$ cat config.mk
export PLATFORM = sky130hd
export DESIGN_NAME = dmem_arbiter
export DESIGN_NICKNAME = d
export VERILOG_FILES = /design/src/rtl/dmem_pkg.sv /design/src/rtl/dmem_prio_arb.sv /design/src/rtl/dmem_arbiter.sv
export SDC_FILE = /design/constraint.sdc
export NUM_CORES = 1
export LEC_CHECK = 0
export BUFFER_PORTS_ARGS = -buffer_cell sky130_fd_sc_hd__buf_2
export CAP_MARGIN = 20
export CORE_AREA = 3 3 119 121
export CTS_BUF_LIST = sky130_fd_sc_hd__clkbuf_4 sky130_fd_sc_hd__clkbuf_8
export CTS_CLUSTER_DIAMETER = 60
export CTS_CLUSTER_SIZE = 20
export DETAILED_ROUTE_END_ITERATION = 7
export DIE_AREA = 0 0 122 124
export GPL_TIMING_DRIVEN = 0
export PLACE_DENSITY = 0.56
export SLEW_MARGIN = 20
export SYNTH_ARGS = -nofsm -noshare
export SYNTH_HDL_FRONTEND = slang
export SYNTH_SLANG_ARGS = --single-unit
$ cat constraint.sdc
create_clock -name clk -period 3.4 [get_ports clk]
set_input_delay 0.17 -clock clk [delete_from_list [all_inputs] [get_ports clk]]
set_output_delay 0.17 -clock clk [all_outputs]
set_load 0.02 [all_outputs]
$ cat src/rtl/dmem_pkg.sv
// rtl/dmem_pkg.sv - shared types and constants for the data memory arbiter
// Purpose: read-ownership encoding, default starvation limit and the
//          write-enable value that marks a read access.
// Ports:   none (package)
package dmem_pkg;

  // Which requester owns the read data returning from memory this cycle.
  typedef enum logic [1:0] {
    OWN_NONE = 2'd0,
    OWN_P0   = 2'd1,
    OWN_P1   = 2'd2
  } owner_t;

  localparam int         STARVE_LIMIT_DEFAULT = 4;
  localparam logic [3:0] WEN_READ             = 4'b0000;

endpackage

$ cat src/rtl/dmem_prio_arb.sv
// rtl/dmem_prio_arb.sv - two-requester fixed-priority arbiter with starvation guard
// Purpose: grants requester 0 by default. Requester 1 is forced to win once
//          it has lost STARVE_LIMIT consecutive contended cycles.
// Ports:   clk, reset       - clock, synchronous active-high reset
//          req0, req1       - request valids
//          gnt[1:0]         - one-hot grant (bit0 = requester 0), zero in reset
//          starve_cnt[3:0]  - consecutive losses of requester 1
module dmem_prio_arb
  import dmem_pkg::*;
#(
  parameter int STARVE_LIMIT = STARVE_LIMIT_DEFAULT
) (
  input  logic       clk,
  input  logic       reset,
  input  logic       req0,
  input  logic       req1,
  output logic [1:0] gnt,
  output logic [3:0] starve_cnt
);

  localparam logic [3:0] LIMIT = 4'(STARVE_LIMIT);

  logic force1;

  always_comb begin
    force1 = (starve_cnt == LIMIT);
    gnt    = 2'b00;
    if (!reset) begin
      if (req0 && req1) begin
        gnt = force1 ? 2'b10 : 2'b01;
      end else begin
        gnt = {req1, req0};
      end
    end
  end

  // Counts only while requester 1 is waiting behind requester 0; any cycle
  // where requester 1 wins or stops asking starts the count over.
  always_ff @(posedge clk) begin
    if (reset) begin
      starve_cnt <= 4'd0;
    end else if (!req1 || gnt[1]) begin
      starve_cnt <= 4'd0;
    end else if (gnt[0] && (starve_cnt != LIMIT)) begin
      starve_cnt <= starve_cnt + 4'd1;
    end
  end

endmodule

$ cat src/rtl/dmem_arbiter.sv
// rtl/dmem_arbiter.sv - two-port arbiter/sequencer for the single-ported data memory
// Purpose: one access per cycle to a memory with 1-cycle registered read.
//          Port 0 (load/store unit) has priority, port 1 (loader/DMA) is
//          protected from starvation. Read data is steered back to the port
//          that issued the read.
// Ports:   clk, reset                      - clock, synchronous active-high reset
//          mX_req/wen/add/wdata            - port X request (wen == 0 is a read)
//          mX_gnt                          - port X accepted this cycle
//          mX_rvalid/rdata                 - port X read return
//          mem_add/wen/wdata               - access presented to memory
//          mem_rdata                       - registered memory read data
module dmem_arbiter
  import dmem_pkg::*;
#(
  parameter int ADD_WIDTH    = 18,
  parameter int STARVE_LIMIT = STARVE_LIMIT_DEFAULT
) (
  input  logic        clk,
  input  logic        reset,
  input  logic        m0_req,
  input  logic [3:0]  m0_wen,
  input  logic [31:0] m0_add,
  input  logic [31:0] m0_wdata,
  output logic        m0_gnt,
  output logic        m0_rvalid,
  output logic [31:0] m0_rdata,
  input  logic        m1_req,
  input  logic [3:0]  m1_wen,
  input  logic [31:0] m1_add,
  input  logic [31:0] m1_wdata,
  output logic        m1_gnt,
  output logic        m1_rvalid,
  output logic [31:0] m1_rdata,
  output logic [31:0] mem_add,
  output logic [3:0]  mem_wen,
  output logic [31:0] mem_wdata,
  input  logic [31:0] mem_rdata
);

  // Only the low ADD_WIDTH address bits reach the memory instance.
  localparam logic [31:0] ADD_MASK =
      (ADD_WIDTH >= 32) ? 32'hFFFF_FFFF : ((32'd1 << ADD_WIDTH) - 32'd1);

  logic [1:0]  gnt;
  logic [3:0]  starve_cnt;
  logic [31:0] sel_add;
  owner_t      rd_own;
  owner_t      rd_own_nxt;

  dmem_prio_arb #(
    .STARVE_LIMIT (STARVE_LIMIT)
  ) u_arb (
    .clk        (clk),
    .reset      (reset),
    .req0       (m0_req),
    .req1       (m1_req),
    .gnt        (gnt),
    .starve_cnt (starve_cnt)
  );

  assign m0_gnt = gnt[0];
  assign m1_gnt = gnt[1];

  // Port 0 values are parked on the bus when idle so the bus never floats
  // to an undefined value; mem_wen = 0 makes that a harmless read.
  always_comb begin
    sel_add    = m0_add;
    mem_wdata  = m0_wdata;
    mem_wen    = WEN_READ;
    rd_own_nxt = OWN_NONE;
    if (gnt[1]) begin
      sel_add   = m1_add;
      mem_wdata = m1_wdata;
      mem_wen   = m1_wen;
      if (m1_wen == WEN_READ) rd_own_nxt = OWN_P1;
    end else if (gnt[0]) begin
      mem_wen = m0_wen;
      if (m0_wen == WEN_READ) rd_own_nxt = OWN_P0;
    end
  end

  assign mem_add = sel_add & ADD_MASK;

  always_ff @(posedge clk) begin
    if (reset) begin
      rd_own <= OWN_NONE;
    end else begin
      rd_own <= rd_own_nxt;
    end
  end

  // A read granted just before reset is dropped: its return is masked in
  // the reset cycle itself, and rd_own is cleared at the reset edge.
  assign m0_rvalid = (rd_own == OWN_P0) && !reset;
  assign m1_rvalid = (rd_own == OWN_P1) && !reset;
  assign m0_rdata  = m0_rvalid ? mem_rdata : 32'd0;
  assign m1_rdata  = m1_rvalid ? mem_rdata : 32'd0;

  logic unused_cnt;
  assign unused_cnt = ^starve_cnt;

endmodule
==> results of run 1 <==
-- final timing paths --
| path | cells after the start | slack [ns] | end | start |
|---|---|---|---|---|
| max reg2reg | 7 | 2.01 | rd_own[1] | u_arb.starve_cnt[0] |
| max | 8 | 1.30 | mem_wdata[26] | u_arb.starve_cnt[0] |
| min reg2reg | 1 | 0.48 | u_arb.starve_cnt[0] | u_arb.starve_cnt[0] |
| min | 3 | 0.27 | rd_own[1] | m1_wen[3] |
-- synth_stat cells, drive strengths merged --
| master | number | area, um^2 |
|---|---|---|
| and2 | 66 | 412.9 |
| nor3 | 4 | 20.02 |
| conb | 1 | 3.750 |
| nand2b | 1 | 8.760 |
| ha | 2 | 25.02 |
| xor2 | 1 | 8.760 |
| inv | 5 | 18.77 |
| nor3b | 2 | 15.01 |
| clkbuf | 4 | 15.01 |
| mux2 | 50 | 686.9 |
| nand2 | 1 | 3.750 |
| nand3b | 1 | 20.02 |
| buf | 22 | 222.7 |
| xnor2 | 1 | 8.760 |
| a22o | 4 | 35.03 |
| o211a | 1 | 10.01 |
| nor4 | 2 | 12.51 |
| dfxtp | 6 | 120.1 |
| a21oi | 1 | 16.27 |
| nand3 | 1 | 5.000 |
-- layout by cell type, fill, tap and decap left out --
cell      instances
buf_4            15
nand3b_4          1
xnor2_1           1
conb_1           14
a21oi_4           1
inv_1             5
buf_2           267
clkbuf_8          3
nor3_1            4
mux2_4           33
dfxtp_1           6
clkbuf_1          4
nand2b_2          1
mux2_1            1
a22o_1            4
ha_1              2
nor3b_1           2
buf_12            5
nor4_1            2
nand2_1           1
and2_1           66
nand3_1           1
xor2_1            1
mux2_2           16
o211a_1           1
-- worst max-delay path: cells and delay by family (launching register included) --
kind | cells | cell delay [ns]
AO/OA/AOI/OAI | 1 | 0.20
AND/OR/NAND/NOR | 1 | 0.10
adder cells (fa/ha/maj) | 1 | 0.18
flip-flops | 1 | 0.32
buffers and inverters | 4 | 0.56
multiplexers | 1 | 0.32
-- state kept, by name (all words and copies together), names as in the netlist --
| signal | cells |
|---|---|
| u_arb.starve_cnt | 4 |
| rd_own | 2 |
-- per-stage QoR --
step | hold slack (ns) | instance area (um^2) | power (mW)
CTS | 0.2690 | 3306 | 0.5334
finish | 0.2747 | 3306 | 0.5167
detailed placement | 0.4848 | 3264 | 0.4109
global route | 0.2908 | 3306 | 0.5534
floorplan | 0.3628 | 1718 | 0.2606
global placement | 0.4854 | 3264 | 0.4093
-- area by class of cell --
type	instances	area, um^2
buffer	26	237.7
fill	1482	9884
timing repair buffer	265	1326
tap	176	220.2
inverter	5	18.77
clock buffer	3	41.29
sequential	6	120.1
multi-input combinational	152	1341
-- cell families after synthesis --
family,after synthesis,synth area share [%]
AOI/OAI and AO/OA,6,3.673
buffers and inverters,31,15.37
other,1,0.2247
muxes,50,41.15
DFF,6,7.197
adders and majority gates,2,1.499
and+or+nand+nor,78,29.83
xor gates and xnor gates,2,1.050
-- power by group --
| group | internal (mW) | switching [mW] |
|---|---|---|
| Clock | 0.0765 | 0.0348 |
| Combinational | 0.169 | 0.165 |
| Sequential | 0.0715 | 0.000627 |
-- layer usage --
layer / up-vias / GRT usage [%] / part of all wire, %
met3: 2 / 1.953 / 11
met4: 0 / 1.891 / 0.38
met2: 149 / 17.68 / 52
met5: - / 0 / 0
li1: 1128 / - / -
met1: 979 / 10.83 / 37
==> results.sh, run 1 <==
export IMPL_via_count=2258
export IMPL_crit_path_frequent_cell="buf_12"
export IMPL_drv_slew=0
export IMPL_finalClockSkew_ns=0.002965
export IMPL_rsz0062_at_grt="no"
export IMPL_wl_mm=8.328
export IMPL_grt_pass1_wl_mm=11.04
export IMPL_grt_ovfl_total=0
export IMPL_hp_class="input port to flip-flop"
export IMPL_hold_buffers=0
export IMPL_fin_ws_ns=1.303
export IMPL_maxCapViolCount=0
export IMPL_syn_to_final_growth_pct=98.05
export IMPL_period_share_pct=61.68
export IMPL_cts_sinks=6
export IMPL_synth_seq_cells=6
export IMPL_synthDistinctLibCells=24
export IMPL_gp_congestion=0.7118
export IMPL_synth_area_mm2=0.001669
export IMPL_cts_tree="done"
export IMPL_fin_util_pct=25.06
export IMPL_timing_setup_tns_ns=0
export IMPL_wl_per_cell_um=13.16
export IMPL_slowest_delay_ns=0.32
export IMPL_drt_initial_drc_count=30
export IMPL_critPathKind="flip-flop to primary output"
export IMPL_pre_cts_ws_ns=1.459
export IMPL_diodes=0
export IMPL_port_buffers=265
export IMPL_ys_warn_count=0
export IMPL_power_density_mw_per_mm2=156.3
export IMPL_postRouteAntennaNets=0
export IMPL_rows=42
export IMPL_clk_pin_slew_worst_paths_ns=0.04
export IMPL_clk_latency_ns=0.22
export IMPL_finalNonFillerCells=633
export IMPL_cts_root_buf="clkbuf_8"
export IMPL_maxSlewHeadroom_pct=51.11
export IMPL_worst_slew_pin_slew_ns=0.7318
export IMPL_syn_area_per_cell_um2=9.484
export IMPL_peakVddDrop_mv=0.07295
export IMPL_ys_seq_area_share_pct=7.196
export IMPL_max_freq_mhz=476.8
export IMPL_ctsResizeCount=0
export IMPL_critPathLaunchType="flip-flop"
export IMPL_hold_viol=0
export IMPL_grt_max_degree=11
export IMPL_grt_pass1_vias=2170
export IMPL_p_leak_nw=1.990
export IMPL_core_mm2=0.01319
export IMPL_die_h_um=124
export IMPL_synth_cells=176
export IMPL_dp_cells=630
export IMPL_cts_made_buffers=3
export IMPL_cts_path_max_buffers=2
export IMPL_io_pins=308
export IMPL_htreeDepth=1
export IMPL_drcViolationCount=0
export IMPL_status="complete, no violations"
export IMPL_die_x_um=122
export IMPL_cp_max_fo=10
export IMPL_critPathArrivalTime_ns=1.93
export IMPL_crit_slowest_cell="dfxtp_1"
export IMPL_crit_path_cell_trace="inv_1, ha_1, nand3b_4, a21oi_4, buf_12, buf_12, mux2_4, buf_2"
export IMPL_nNetsFinal=633
export IMPL_antenna_found_initial=0
export IMPL_final_layout_size_suffix_gt1_share_pct=74.84
export IMPL_crit_path_end_kind="primary output"
export IMPL_hpwl_mm=7.552
export IMPL_dieArea_mm2=0.01513
export IMPL_cp_required_ns=3.23
export IMPL_start_util_pct=12.65
export IMPL_via_per_inst=3.567
export IMPL_period_needed_ns=2.097
export IMPL_setup_viol=0
export IMPL_postCtsSetupRepairBufs=0
export IMPL_track_usage_pct=9.341
export IMPL_first_pass_iters=4
Note: power is estimated with default switching activity, not from simulation.
==> run 2, diff against run 1 <==
--- a/config.mk
+++ b/config.mk
@@ -5,6 +5,7 @@
 export SDC_FILE = /design/constraint.sdc
 export NUM_CORES = 1
 export LEC_CHECK = 0
+export ABC_AREA = 1
 export BUFFER_PORTS_ARGS = -buffer_cell sky130_fd_sc_hd__buf_2
 export CAP_MARGIN = 20
 export CORE_AREA = 3 3 119 121
@@ -14,7 +15,7 @@
 export DETAILED_ROUTE_END_ITERATION = 7
 export DIE_AREA = 0 0 122 124
 export GPL_TIMING_DRIVEN = 0
-export PLACE_DENSITY = 0.56
+export PLACE_DENSITY = 0.57
 export SLEW_MARGIN = 20
 export SYNTH_ARGS = -nofsm -noshare
 export SYNTH_HDL_FRONTEND = slang
==> constraint.sdc (replaced) <==
create_clock -name clk -period 1.9 [get_ports clk]
set_input_delay 0.095 -clock clk [delete_from_list [all_inputs] [get_ports clk]]
set_output_delay 0.095 -clock clk [all_outputs]
set_load 0.02 [all_outputs]
==> run 2 against run 1 <==
Net effect: die area stayed put; total power is 81% higher; via count is 30% higher; routed wire length is 1.7% higher; sequential power is 80% higher; area after synthesis is 1.2% lower; combinational power is 84% higher; highest routed layer unchanged; worst hold slack worse by 0.18 ns; register-to-register slack worse by 1.4 ns; utilization hardly changed.
==> results.sh, run 2 <==
export IMPL_cp_required_ns=1.80
export IMPL_p_int_mw=0.5216
export IMPL_syn_to_final_growth_pct=100.4
export IMPL_diodes=0
export IMPL_power_frac_comb_pct=65.7
export IMPL_ys_seq_area_share_pct=7.284
export IMPL_grt_max_degree=11
export IMPL_maxCapViolCount=0
export IMPL_setup_viol=0
export IMPL_crit_path_cell_trace="inv_1, ha_1, nand3_2, nand2_8, nand2_8, buf_6, nand2_1, nand2_1, buf_2"
export IMPL_period_share_pct=92.81
export IMPL_peakVddDrop_mv=0.1810
export IMPL_hold_buffers=0
export IMPL_drcViolationCount=0
export IMPL_gp_congestion=0.7554
export IMPL_cts_made_buffers=3
export IMPL_antenna_found_initial=0
export IMPL_synth_seq_cells=6
export IMPL_synth_cells=343
export IMPL_power_density_mw_per_mm2=282.5
export IMPL_track_usage_pct=9.778
export IMPL_first_pass_iters=4
export IMPL_largest_reg_flops=4
export IMPL_grt_ovfl_total=0
export IMPL_hold_viol=0
export IMPL_p_leak_nw=2.333
export IMPL_crit_family="simple AND/OR/NAND/NOR gates"
export IMPL_final_common_cell="buf_2"
export IMPL_ys_top_cells_by_count="nand2_1, nor2_1, nand3_1, inv_1, buf_4"
export IMPL_synth_area_top_cells="nand2_1, nand3_1, nor2_1"
export IMPL_clk_latency_ns=0.22
export IMPL_dpl_instance_area_mm2=0.003244
export IMPL_wl_mm=8.469
export IMPL_rows=42
export IMPL_synth_top_area_share_pct=24.13
export IMPL_pre_cts_ws_ns=0.2523
export IMPL_top_register="u_arb.starve_cnt"
export IMPL_dieArea_mm2=0.01513
export IMPL_crit_slowest_cell="dfxtp_2"
export IMPL_io_pins=308
export IMPL_period_needed_ns=1.763
export IMPL_start_util_pct=12.50
export IMPL_cts_root_buf="clkbuf_8"
export IMPL_die_h_um=124
export IMPL_final_cell_mix="buf_2, nand2_1, nor2_1"
export IMPL_r2r_slack_ns=0.60
export IMPL_syn_area_per_cell_um2=4.808
export IMPL_p_seq_share_pct=13.9
export IMPL_cts_path_max_buffers=2
export IMPL_htreeDepth=1
export IMPL_die_x_um=122
export IMPL_via_count=2931
export IMPL_clk_pin_slew_worst_paths_ns=0.04
export IMPL_nNetsFinal=800
export IMPL_crit_start="u_arb.starve_cnt[0]"
export IMPL_crit_path_end_kind="primary output"
export IMPL_postCtsSetupRepairBufs=0
export IMPL_fin_ws_ns=0.1365
export IMPL_status="complete, no violations"
export IMPL_postRouteAntennaNets=0
export IMPL_synthDistinctLibCells=18
export IMPL_max_freq_mhz=567.1
export IMPL_timing_setup_tns_ns=0
export IMPL_critPathLaunchType="flip-flop"
export IMPL_hp_start="m0_wen[3]"
export IMPL_grt_pass1_wl_mm=12.31
export IMPL_wl_per_cell_um=10.59
export IMPL_n_fill_cell=1552
export IMPL_clockPowerShare_pct=20.4
export IMPL_critPathKind="flip-flop to primary output"
export IMPL_finalClockSkew_ns=0.002341
export IMPL_drt_initial_drc_count=102
export IMPL_rsz0062_at_grt="no"
export IMPL_cts_tree="done"
export IMPL_synthFlopType="dfxtp_1"
export IMPL_cts_sinks=6
export IMPL_top_regs="u_arb.starve_cnt (4), rd_own (2)"
export IMPL_yosysMostFrequentCell="nand2_1"
export IMPL_hp_class="input port to flip-flop"
export IMPL_final_layout_size_suffix_gt1_share_pct=48.56
export IMPL_grt_pass1_vias=2643
export IMPL_crit_buf_inv=3
export IMPL_core_mm2=0.01319
export IMPL_drv_slew=0
export IMPL_design_area_mm2=0.003304
export IMPL_cp_max_fo=10
export IMPL_async_flop_share_pct=0
export IMPL_slowest_delay_ns=0.35
export IMPL_fin_util_pct=25.05
export IMPL_r2r_start="u_arb.starve_cnt[1]"
export IMPL_synth_area_mm2=0.001649
export IMPL_critPathArrivalTime_ns=1.67
export IMPL_ys_warn_count=0
export IMPL_synth_edf_count=0
export IMPL_hpwl_mm=7.398
export IMPL_yosysTopAreaCell="nand2_1"
export IMPL_port_buffers=265
export IMPL_via_per_inst=3.664
export IMPL_p_switching_mw=0.4120
export IMPL_switching_share_pct=44.13
-- run 2: cell types whose count changed after synthesis, sizes merged, moves of 3 or more --
cell   before  now
o21ai       0    4
buf        22   30
nor2        0   74
and2       66    0
nor3        4    1
a22o        4    0
nand3       1   60
mux2       50    0
inv         5   48
nand2       1  108
-- run 2: power groups by stage --
stage	logic, mW	clock network, mW	registers (mW)
final	0.614	0.190	0.130
after global routing	0.679	0.199	0.130
after CTS	0.618	0.196	0.130
after detailed placement	0.612	0	0.131
after global placement	0.611	0	0.131
after floorplan	0.340	0	0.131
-- run 2: logic make-up (layout without fill, tap and decap cells) --
family,after synthesis,count (layout),synth area share [%]
AO/OA/AOI/OAI,5,5,1.669
XOR/XNOR,1,1,0.5312
adder cells (fa/ha/maj),2,2,1.517
buffers and inverters,84,352,27.09
flip-flops,6,6,7.284
other,1,14,0.2274
AND/OR/NAND/NOR,244,244,61.68
-- run 2: cell type report --
type	count	area, um^2	area share (%)
clock buffer	3	41.29	1.250
inverter	48	180.2	5.452
buffer	36	266.5	8.065
timing repair buffer	265	1326	40.14
tap	176	220.2	6.664
multi-input combinational	266	1149	34.76
sequential	6	121.4	3.673
-- run 2: what timing repair did --
| item | CTS | global route |
|---|---|---|
| pin swaps | 0 | 1 |
| endpoints found under the setup margin | 1 | 45 |
| hold endpoints to repair | 0 | 0 |
| gates resized for setup | 1 | 2 |
| cloned | 0 | 0 |
-- run 2: worst paths after layout --
path / end / depth (start not counted)
hold reg to reg: u_arb.starve_cnt[0] / 1
setup / recovery: mem_add[7] / 9
hold / removal: rd_own[0] / 2
setup reg to reg: rd_own[1] / 7
-- run 2: stage by stage --
stage	cells	power (mW)	hold WS, ns
floorplan	356	0.4707	0.1733
detailed placement	797	0.7438	0.3266
CTS	800	0.9435	0.09176
global route	800	1.007	0.09899
global placement	797	0.7423	0.3095
finish	800	0.9337	0.09278
-- run 2: worst reg2reg max path: stages (launching register included) --
cell     delay, ns
dfxtp_1       0.31
inv_1         0.07
ha_1          0.18
nand3_2       0.15
nand2_8       0.15
nand2_8       0.09
buf_6         0.17
nor2_1        0.10
-- run 2: routing by layer --
metal | vias to the layer above | global-route usage (%) | part of all wire [%]
li1 | 1563 | - | -
met1 | 1217 | 11.29 | 38
met2 | 149 | 19.79 | 53
met3 | 2 | 0.8174 | 8.1
met4 | 0 | 1.401 | 0.32
met5 | - | 0 | 0
==> run 3, diff against run 2 <==
--- a/config.mk
+++ b/config.mk
@@ -16,6 +16,7 @@
 export DIE_AREA = 0 0 122 124
 export GPL_TIMING_DRIVEN = 0
 export PLACE_DENSITY = 0.57
+export RECOVER_POWER = 50
 export SLEW_MARGIN = 20
 export SYNTH_ARGS = -nofsm -noshare
 export SYNTH_HDL_FRONTEND = slang
==> constraint.sdc (replaced) <==
create_clock -name clk -period 1.9 [get_ports clk]
set_input_delay 0.095 -clock clk [delete_from_list [all_inputs] [get_ports clk]]
set_output_delay 0.095 -clock clk [all_outputs]
set_load 0.01 [all_outputs]
==> run 3 against run 2 <==
Net effect: total power down 9.0%; utilization down 0.55 points; global-route usage about the same; sequential power about the same; via count up 0.41%; fmax up 1.8%; clock skew about the same; clock power about the same.
==> results.sh, run 3 (same netlist as run 2, synthesis figures left out) <==
export IMPL_diodes=0
export IMPL_period_needed_ns=1.732
export IMPL_drv_slew=0
export IMPL_crit_slowest_cell="dfxtp_2"
export IMPL_grt_max_degree=11
export IMPL_power_total_mw=0.8493
export IMPL_via_per_inst=3.679
export IMPL_pre_cts_ws_ns=0.2858
export IMPL_crit_path_cell_trace="inv_1, ha_1, nand3_2, nand2_8, nand2_8, buf_6, nand2_1, nand2_1, buf_2"
export IMPL_hold_viol=0
export IMPL_nNetsFinal=800
export IMPL_crit_family="simple AND/OR/NAND/NOR gates"
export IMPL_rows=42
export IMPL_clk_pin_slew_worst_paths_ns=0.04
export IMPL_final_common_cell="buf_2"
export IMPL_cts_sinks=6
export IMPL_die_x_um=122
export IMPL_dpl_instance_area_mm2=0.003244
export IMPL_finalClockSkew_ns=0.002375
export IMPL_maxCapViolCount=0
export IMPL_finalNonFillerCells=800
export IMPL_core_mm2=0.01319
export IMPL_critPathLaunchType="flip-flop"
export IMPL_timing_setup_tns_ns=0
export IMPL_die_h_um=124
export IMPL_dieArea_mm2=0.01513
export IMPL_final_cell_mix="buf_2, nand2_1, nor2_1"
export IMPL_slowest_delay_ns=0.35
export IMPL_drt_initial_drc_count=97
export IMPL_n_fill_cell=1582
export IMPL_start_util_pct=12.50
export IMPL_grt_ovfl_total=0
export IMPL_cts_made_buffers=3
export IMPL_track_usage_pct=9.739
export IMPL_clk_latency_ns=0.22
export IMPL_peakVddDrop_mv=0.1783
export IMPL_drcViolationCount=0
export IMPL_power_density_mw_per_mm2=262.8
export IMPL_syn_to_final_growth_pct=95.98
export IMPL_antenna_found_initial=0
export IMPL_cp_required_ns=1.80
export IMPL_htreeDepth=1
export IMPL_dp_cells=797
export IMPL_setup_viol=0
export IMPL_gp_congestion=0.7554
export IMPL_max_freq_mhz=577.5
export IMPL_critPathArrivalTime_ns=1.64
export IMPL_via_count=2943
export IMPL_critPathKind="flip-flop to primary output"
export IMPL_period_share_pct=91.14
export IMPL_cts_tree="done"
export IMPL_postRouteAntennaNets=0
export IMPL_hpwl_mm=7.398
export IMPL_port_buffers=265
export IMPL_cts_root_buf="clkbuf_8"
export IMPL_top_register="u_arb.starve_cnt"
export IMPL_first_pass_iters=4
export IMPL_hold_buffers=0
export IMPL_wl_mm=8.523
export IMPL_regArea_um2=121.4
export IMPL_holdWs_ns=0.09280
export IMPL_fin_util_pct=24.50
export IMPL_status="complete, no violations"
export IMPL_cp_max_fo=10
export IMPL_final_layout_size_suffix_gt1_share_pct=39.26
export IMPL_design_area_mm2=0.003232
export IMPL_cts_path_max_buffers=2
export IMPL_p_leak_nw=2.078
export IMPL_hp_class="input port to flip-flop"
export IMPL_crit_buf_inv=3
export IMPL_fin_ws_ns=0.1684
export IMPL_rsz0062_at_grt="no"
export IMPL_grt_pass1_wl_mm=12.29
export IMPL_top_regs="u_arb.starve_cnt (4), rd_own (2)"
export IMPL_grt_pass1_vias=2649
export IMPL_largest_reg_flops=4
export IMPL_crit_path_end_kind="primary output"
export IMPL_io_pins=308
export IMPL_multi_input_area_mm2=0.001149
export IMPL_wl_per_cell_um=10.65
## run 3: cell count changes in the layout (fill, tap and decap cells not counted)
| cell | change |
|---|---|
| buf_2 | -58 |
| clkbuf_1 | +58 |
## run 3: final cells by class
type,instances,area share (%)
tap,176,6.814
multi-input combinational,266,35.54
buffer,36,8.246
inverter,48,5.575
timing repair buffer,265,38.79
sequential,6,3.755
clock buffer,3,1.278
## run 3: final timing paths
check	startpoint	to	slack (ns)	depth (start not counted)
setup / recovery	u_arb.starve_cnt[0]	mem_add[7]	0.17	9
setup reg to reg	u_arb.starve_cnt[0]	rd_own[1]	0.60	7
hold reg to reg	u_arb.starve_cnt[0]	u_arb.starve_cnt[0]	0.44	1
hold / removal	m0_wen[3]	rd_own[0]	0.09	2
## run 3: timing repair
action                                  4_1_cts  5_1_grt
endpoints found under the hold margin         0        0
endpoints found under the setup margin        0       45
resized for setup                             0        3
setup buffers                                 0        0
## run 3: where the power goes
group / leakage [nW] / internal (mW) / switching (mW) / total (mW)
clock: 0.0216 / 0.136 / 0.0547 / 0.191
sequential: 0.0489 / 0.128 / 0.00133 / 0.130
combinational: 2.01 / 0.254 / 0.274 / 0.529
total: 2.08 / 0.519 / 0.330 / 0.849
## run 3: per-layer routing
layer	wire, um	up-vias	global-route usage [%]
met4	29	0	1.401
met5	0	-	0
met1	3257	1229	11.37
li1	-	1562	-
met2	4523	150	19.54
met3	711	2	0.8174
